<file path="config.mk">
export PLATFORM = sky130hd
export DESIGN_NAME = mem_read_arbiter_flat
export DESIGN_NICKNAME = d
export VERILOG_FILES = /design/src/rtl/mem_read_arbiter_if.sv /design/src/rtl/mem_read_arbiter.sv /design/src/flat_wrapper.sv
export SDC_FILE = /design/constraint.sdc
export NUM_CORES = 1
export LEC_CHECK = 0
export CAP_MARGIN = 20
export CORE_UTILIZATION = 36
export CTS_CLUSTER_DIAMETER = 150
export CTS_CLUSTER_SIZE = 14
export DETAILED_ROUTE_END_ITERATION = 8
export PLACE_DENSITY = 0.87
export SLEW_MARGIN = 0
export SYNTH_ARGS = -nofsm -noshare
export SYNTH_HDL_FRONTEND = slang
export SYNTH_SLANG_ARGS = --single-unit
</file>
<file path="constraint.sdc">
create_clock -name clk -period 2.3 [get_ports clk]
set_input_delay 0.575 -clock clk [delete_from_list [all_inputs] [get_ports clk]]
set_output_delay 0.575 -clock clk [all_outputs]
set_load 0.005 [all_outputs]
</file>
<file path="src/rtl/mem_read_arbiter_if.sv">
// Bus bundle for mem_read_arbiter: two cache refill requesters (m_*) and the
// shared AXI-style read-address/read-data channel to the memory controller (s_*).
// The 'master' modport is the arbiter's view (it masters the memory channel);
// the 'slave' modport is the surrounding caches/memory view.
interface mem_read_arbiter_if #(
  parameter int unsigned ADDR_W = 26,
  parameter int unsigned DATA_W = 32,
  parameter int unsigned LEN_W  = 5
) ();

  // Requester side, index 0 = icache refill, index 1 = dcache refill
  logic [ADDR_W-1:0] m_araddr [0:1];
  logic [LEN_W-1:0]  m_arlen  [0:1];
  logic [1:0]        m_arvalid;
  logic [1:0]        m_arready;
  logic [DATA_W-1:0] m_rdata  [0:1];
  logic [1:0]        m_rvalid;
  logic [1:0]        m_rready;

  // Memory side
  logic [ADDR_W-1:0] s_araddr;
  logic [LEN_W-1:0]  s_arlen;
  logic [3:0]        s_arid;
  logic              s_arvalid;
  logic              s_arready;
  logic [DATA_W-1:0] s_rdata;
  logic              s_rvalid;
  logic              s_rready;

  modport master (
    input  m_araddr, m_arlen, m_arvalid, m_rready,
    input  s_arready, s_rdata, s_rvalid,
    output m_arready, m_rdata, m_rvalid,
    output s_araddr, s_arlen, s_arid, s_arvalid, s_rready
  );

  modport slave (
    output m_araddr, m_arlen, m_arvalid, m_rready,
    output s_arready, s_rdata, s_rvalid,
    input  m_arready, m_rdata, m_rvalid,
    input  s_araddr, s_arlen, s_arid, s_arvalid, s_rready
  );

endinterface

</file>
<file path="src/rtl/mem_read_arbiter.sv">
// mem_read_arbiter: shares one memory read channel between the icache (port 0)
// and dcache (port 1) refill engines. One burst outstanding at a time; returning
// beats are steered only to the granted requester.
// Optional build macro MEM_ARB_DCACHE_PRIORITY_EN: when defined, port 1 always
// wins simultaneous requests (fixed priority, no round-robin pointer); when
// undefined, simultaneous requests alternate round-robin.
module mem_read_arbiter #(
  parameter int unsigned ADDR_W = 26,
  parameter int unsigned DATA_W = 32,
  parameter int unsigned LEN_W  = 5
) (
  input  logic                clk,
  input  logic                rst_n,
  mem_read_arbiter_if.master  bus_io,
  output logic                busy,
  output logic                grant_id
);

  typedef enum logic [1:0] {StIdle, StAddr, StData} state_e;

  localparam logic [LEN_W-1:0] LenOne = LEN_W'(1);

  state_e            state_q, state_d;
  logic              grant_q, grant_d;
  logic [ADDR_W-1:0] addr_q, addr_d;
  logic [LEN_W-1:0]  len_q, len_d;
  logic [LEN_W-1:0]  beat_cnt_q, beat_cnt_d;
`ifndef MEM_ARB_DCACHE_PRIORITY_EN
  logic              rr_ptr_q, rr_ptr_d;
`endif

  logic              any_req;
  logic              winner;
  logic              r_hs;
  logic              last_beat;
  logic [LEN_W-1:0]  win_len;

  assign any_req   = |bus_io.m_arvalid;
  assign r_hs      = bus_io.s_rvalid & bus_io.s_rready;
  assign last_beat = (beat_cnt_q == (len_q - LenOne));

  // Arbitration: pick the requester to grant from the IDLE state
  always_comb begin
`ifdef MEM_ARB_DCACHE_PRIORITY_EN
    winner = bus_io.m_arvalid[1];
`else
    if (bus_io.m_arvalid[rr_ptr_q]) begin
      winner = rr_ptr_q;
    end else begin
      winner = ~rr_ptr_q;
    end
`endif
  end

  // A zero beat count still fetches one beat so the burst always terminates
  always_comb begin
    win_len = bus_io.m_arlen[winner];
    if (win_len == '0) begin
      win_len = LenOne;
    end
  end

  // Next-state logic for the burst FSM and latched request
  always_comb begin
    state_d    = state_q;
    grant_d    = grant_q;
    addr_d     = addr_q;
    len_d      = len_q;
    beat_cnt_d = beat_cnt_q;
`ifndef MEM_ARB_DCACHE_PRIORITY_EN
    rr_ptr_d   = rr_ptr_q;
`endif
    unique case (state_q)
      StIdle: begin
        if (any_req) begin
          grant_d = winner;
          addr_d  = bus_io.m_araddr[winner];
          len_d   = win_len;
          state_d = StAddr;
`ifndef MEM_ARB_DCACHE_PRIORITY_EN
          rr_ptr_d = ~winner;
`endif
        end
      end
      StAddr: begin
        if (bus_io.s_arready) begin
          beat_cnt_d = '0;
          state_d    = StData;
        end
      end
      StData: begin
        if (r_hs) begin
          beat_cnt_d = beat_cnt_q + LenOne;
          if (last_beat) begin
            state_d = StIdle;
          end
        end
      end
      default: begin
        state_d = StIdle;
      end
    endcase
  end

  // State registers; synchronous reset aborts any burst in flight
  always_ff @(posedge clk) begin
    if (!rst_n) begin
      state_q    <= StIdle;
      grant_q    <= 1'b0;
      addr_q     <= '0;
      len_q      <= '0;
      beat_cnt_q <= '0;
`ifndef MEM_ARB_DCACHE_PRIORITY_EN
      rr_ptr_q   <= 1'b0;
`endif
    end else begin
      state_q    <= state_d;
      grant_q    <= grant_d;
      addr_q     <= addr_d;
      len_q      <= len_d;
      beat_cnt_q <= beat_cnt_d;
`ifndef MEM_ARB_DCACHE_PRIORITY_EN
      rr_ptr_q   <= rr_ptr_d;
`endif
    end
  end

  // Memory-side address channel driven from the latched request
  always_comb begin
    bus_io.s_araddr  = addr_q;
    bus_io.s_arlen   = len_q;
    bus_io.s_arid    = {3'b000, grant_q};
    bus_io.s_arvalid = (state_q == StAddr);
  end

  // Address-accept steering: only the granted requester ever sees ARREADY
  always_comb begin
    bus_io.m_arready = 2'b00;
    if (state_q == StAddr) begin
      bus_io.m_arready[grant_q] = bus_io.s_arready;
    end
  end

  // Read-data steering; memory beats outside DATA are neither accepted nor forwarded
  always_comb begin
    bus_io.m_rdata[0] = bus_io.s_rdata;
    bus_io.m_rdata[1] = bus_io.s_rdata;
    bus_io.m_rvalid   = 2'b00;
    bus_io.s_rready   = 1'b0;
    if (state_q == StData) begin
      bus_io.m_rvalid[grant_q] = bus_io.s_rvalid;
      bus_io.s_rready          = bus_io.m_rready[grant_q];
    end
  end

  // Status outputs
  always_comb begin
    busy     = (state_q != StIdle);
    grant_id = grant_q;
  end

endmodule

</file>
<file path="src/flat_wrapper.sv">
// flat-port wrapper written by rule: the top's interface ports become plain ports
module mem_read_arbiter_flat 
#(
  parameter int unsigned ADDR_W = 26,
  parameter int unsigned DATA_W = 32,
  parameter int unsigned LEN_W  = 5
)
  (clk, rst_n, busy, grant_id, bus_io_m_araddr, bus_io_m_arlen, bus_io_m_arvalid, bus_io_m_rready, bus_io_s_arready, bus_io_s_rdata, bus_io_s_rvalid, bus_io_m_arready, bus_io_m_rdata, bus_io_m_rvalid, bus_io_s_araddr, bus_io_s_arlen, bus_io_s_arid, bus_io_s_arvalid, bus_io_s_rready);
  mem_read_arbiter_if #(.ADDR_W(ADDR_W), .DATA_W(DATA_W), .LEN_W(LEN_W)) bus_io_i ();
  input  logic clk;
  input  logic rst_n;
  output logic busy;
  output logic grant_id;
  input wire logic [$bits(bus_io_i.m_araddr)-1:0] bus_io_m_araddr;
  input wire logic [$bits(bus_io_i.m_arlen)-1:0] bus_io_m_arlen;
  input wire logic [$bits(bus_io_i.m_arvalid)-1:0] bus_io_m_arvalid;
  input wire logic [$bits(bus_io_i.m_rready)-1:0] bus_io_m_rready;
  input wire logic [$bits(bus_io_i.s_arready)-1:0] bus_io_s_arready;
  input wire logic [$bits(bus_io_i.s_rdata)-1:0] bus_io_s_rdata;
  input wire logic [$bits(bus_io_i.s_rvalid)-1:0] bus_io_s_rvalid;
  output wire logic [$bits(bus_io_i.m_arready)-1:0] bus_io_m_arready;
  output wire logic [$bits(bus_io_i.m_rdata)-1:0] bus_io_m_rdata;
  output wire logic [$bits(bus_io_i.m_rvalid)-1:0] bus_io_m_rvalid;
  output wire logic [$bits(bus_io_i.s_araddr)-1:0] bus_io_s_araddr;
  output wire logic [$bits(bus_io_i.s_arlen)-1:0] bus_io_s_arlen;
  output wire logic [$bits(bus_io_i.s_arid)-1:0] bus_io_s_arid;
  output wire logic [$bits(bus_io_i.s_arvalid)-1:0] bus_io_s_arvalid;
  output wire logic [$bits(bus_io_i.s_rready)-1:0] bus_io_s_rready;
  assign bus_io_i.m_araddr = {>>{bus_io_m_araddr}};
  assign bus_io_i.m_arlen = {>>{bus_io_m_arlen}};
  assign bus_io_i.m_arvalid = bus_io_m_arvalid;
  assign bus_io_i.m_rready = bus_io_m_rready;
  assign bus_io_i.s_arready = bus_io_s_arready;
  assign bus_io_i.s_rdata = bus_io_s_rdata;
  assign bus_io_i.s_rvalid = bus_io_s_rvalid;
  assign bus_io_m_arready = bus_io_i.m_arready;
  assign bus_io_m_rdata = {>>{bus_io_i.m_rdata}};
  assign bus_io_m_rvalid = bus_io_i.m_rvalid;
  assign bus_io_s_araddr = bus_io_i.s_araddr;
  assign bus_io_s_arlen = bus_io_i.s_arlen;
  assign bus_io_s_arid = bus_io_i.s_arid;
  assign bus_io_s_arvalid = bus_io_i.s_arvalid;
  assign bus_io_s_rready = bus_io_i.s_rready;
  mem_read_arbiter #(.ADDR_W(ADDR_W), .DATA_W(DATA_W), .LEN_W(LEN_W)) u_core (.clk(clk), .rst_n(rst_n), .bus_io(bus_io_i), .busy(busy), .grant_id(grant_id));
endmodule
</file>
==> impl_metrics.yaml <==
run_status:
  outcome: "finished clean"
route:
  wl_per_cell_um: 14.0
  drtAntennaViolNets: 0
  vias: 2017
  drc: 0
  drt_iter0_drc: 70
  wl_mm: 5.97
  vias_per_cell: 4.72
  drt_pass1_iterations: 4
synthesis:
  yosysTopAreaCell: "dfxtp_1"
  yosysWarnings: 0
  synth_area_um2: 2590
  syn_area_per_cell_um2: 9.20
  yosysSeqAreaShare_pct: 30.9
  synth_cell_types: 42
  synth-edff-count: 0
  syn_inst: 282
  synth_ff_type: "dfxtp_1"
  synth-async-reset-ratio_pct: 0
  synth_area_leaders: "dfxtp_1 31%, buf_4 21%, mux2i_1 12%"
  synth_top_cell_area_share_pct: 30.9
  synth-seq-cells: 40
placed_design:
  place_congestion: 0.776
  place_area_um2: 3330
  pre_cts_slack_ns: -0.119
  numPortBuffers: 109
  hpwl_mm: 4.76
global_route:
  grt_pass1_wl_mm: 9.67
  overflow: 0
  grt_usage_pct: 16.4
  grt_pass1_vias: 2034
  grt_max_degree: 43
  antenna_found_initial: 0
setup_path:
  critical_path.slowest_cell: "clkdlybuf4s50_1"
  start_kind: "primary input"
  cp.required_ns: 1.73
  crit_path_start: "bus_io_s_rvalid"
  crit_type: "primary input to primary output"
  critPathMaxStageDelay_ns: 0.49
  worstReg2RegStart: "u_core.bus_io.s_arlen[0]"
  crit_fanout: 2
  crit_top_cell: "clkdlybuf4s50_1"
  reg2regPathDepth: 6
  worstPathArrival_ns: 1.68
  crit_chain: "clkdlybuf4s50_1, and3_1, clkdlybuf4s50_1"
  reg2reg_slack_ns: 0.69
  crit_path_end_kind: "primary output"
  r2r_end: "u_core.state_q[1]"
sta:
  period_minus_slack_ns: 2.25
  fin_crit_sh_pct: 98.0
  setup_violations: 0
  grt_setup_unrepaired: "no"
  maxSlewViolCount: 0
  hold_viol_final: 0
  final.setup.worst_slack_ns: 0.0471
  max_clock_freq_ghz: 0.444
  finClkSkew_ns: 0.00493
worst_hold_path:
  hold_depth: 2
  min_path_type: "register to register"
  whs_endpoint: "u_core.bus_io.s_araddr[5]"
  worstHoldStart: "u_core.bus_io.s_araddr[5]"
floorplanning:
  io_pins: 209
  start_util_pct: 37.8
  rows: 30
  die_w_um: 86.9
  design.die.area_um2: 7550
  dieHeight_um: 86.9
  core_um2: 6870
clocking:
  cts_hold_buf: 0
  postCtsSetupBuffers: 0
  cts_made_buffers: 5
  clock-root-buffer: "clkbuf_8"
  cts_tree: "done"
  clock_sinks: 40
  ctsLongestPathBuffers: 2
  insertion_delay_ns: 0.29
  htree_levels: 2
  clk_pin_slew_worst_paths_ns: 0.08
cells_and_area:
  final_util_pct: 50.1
  final_area_um2: 3440
  final_common_cell: "clkdlybuf4s50_1"
  drive_above_1_share_pct: 13.0
  fin_nets: 434
  final_cell_mix: "105 x clkdlybuf4s50_1, 40 x nor2_1, 40 x dfxtp_1, 31 x mux2i_1, 19 x a211oi_2"
  syn_to_final_growth_pct: 32.6
  n_antenna_cell: 0
run:
  max-cap-violations: 0
pwr:
  ir_drop_v: 0.000219
  power.density_nw_per_um2: 621
  p_leak_nw: 1.33
==> cell usage after synthesis, types with 2 or more instances <==
cell type,n
buf_4,71
nand2b_1,3
nand3_1,2
a21oi_1,3
and3_1,2
o21ai_1,2
inv_1,4
buf_2,6
a211oi_1,12
nor3_1,2
ha_1,2
a211oi_2,19
dfxtp_1,40
nor4_1,2
xnor2_1,9
nor2_1,40
clkbuf_1,2
mux2i_1,31
nor2b_1,3
o21ai_0,2
nand2_1,4
==> kinds of logic (layout without fill, tap and decap cells) <==
group / after synthesis / in the layout / share of synthesized area, %
flip-flops: 40 / 40 / 30.9
buffers and inverters: 85 / 132 / 23.2
AND/OR/NAND/NOR: 69 / 69 / 13.6
AO/OA/AOI/OAI: 44 / 44 / 16.0
other: 1 / 3 / 0.145
XOR/XNOR: 10 / 10 / 3.38
multiplexers: 31 / 31 / 12.0
adder cells (fa/ha/maj): 2 / 2 / 0.965
==> report_power, final <==
| group | internal [mW] | switching (mW) |
|---|---|---|
| Combinational | 0.440 | 0.308 |
| Sequential | 0.774 | 0.0526 |
| Clock | 0.322 | 0.240 |
| Total | 1.54 | 0.600 |
==> worst max-delay path: cells and delay by family <==
kind | cells | cell delay [ns]
buffers and inverters | 2 | 0.96
AND/OR/NAND/NOR | 1 | 0.14
==> final cells by class <==
cell class,count,area [µm²]
Clock buffer,6,72.6
Clock inverter,2,35.0
Fill cell,652,3430
Inverter,4,15.0
Multi-Input combinational cell,159,1200
Sequential cell,40,801
Tap cell,96,120
Timing Repair Buffer,120,1190
==> sequential cells by signal, summed over array words and instances (netlist names) <==
signal	count
u_core.bus_io.s_araddr	26
u_core.bus_io.s_arlen	5
u_core.rr_ptr_q	1
u_core.beat_cnt_q	5
u_core.grant_id	1
u_core.state_q	2
==> routing by layer <==
metal | GRT usage [%] | up-vias | part of all wire [%]
li1 | - | 994 | -
met1 | 17.3 | 913 | 38
met2 | 29.9 | 88 | 52
met3 | 5.31 | 22 | 7.5
met4 | 6.52 | 0 | 2.6
met5 | 0 | - | 0
==> worst max-delay path by stage <==
stage,endpoint,slack [ns],depth (start not counted)
5_1_grt,bus_io_m_rvalid[1],0.003,3
4_1_cts,bus_io_m_arready[1],0.005,3
3_3_place_gp,bus_io_s_rready,-0.11,4
3_5_place_dp,bus_io_s_rready,-0.12,4
6_report,bus_io_m_rvalid[1],0.05,3
2_1_floorplan,bus_io_s_rready,0.73,2
==> per-stage QoR <==
stage                     TNS (ns)  hold slack [ns]  power, mW  cells
final                            0            0.501       2.14    427
after CTS                        0            0.504       2.17    427
after global placement      -0.162            0.487       1.58    419
after detailed placement    -0.193            0.495       1.60    419
after floorplan                  0            0.494       1.32    284
after global routing             0            0.524       2.27    427
==> what timing repair did <==
item                       CTS  global route
gates cloned                 0             0
setup endpoints to repair    4             1
gates resized for setup      4             1
Power figures use the tool's default switching activity.
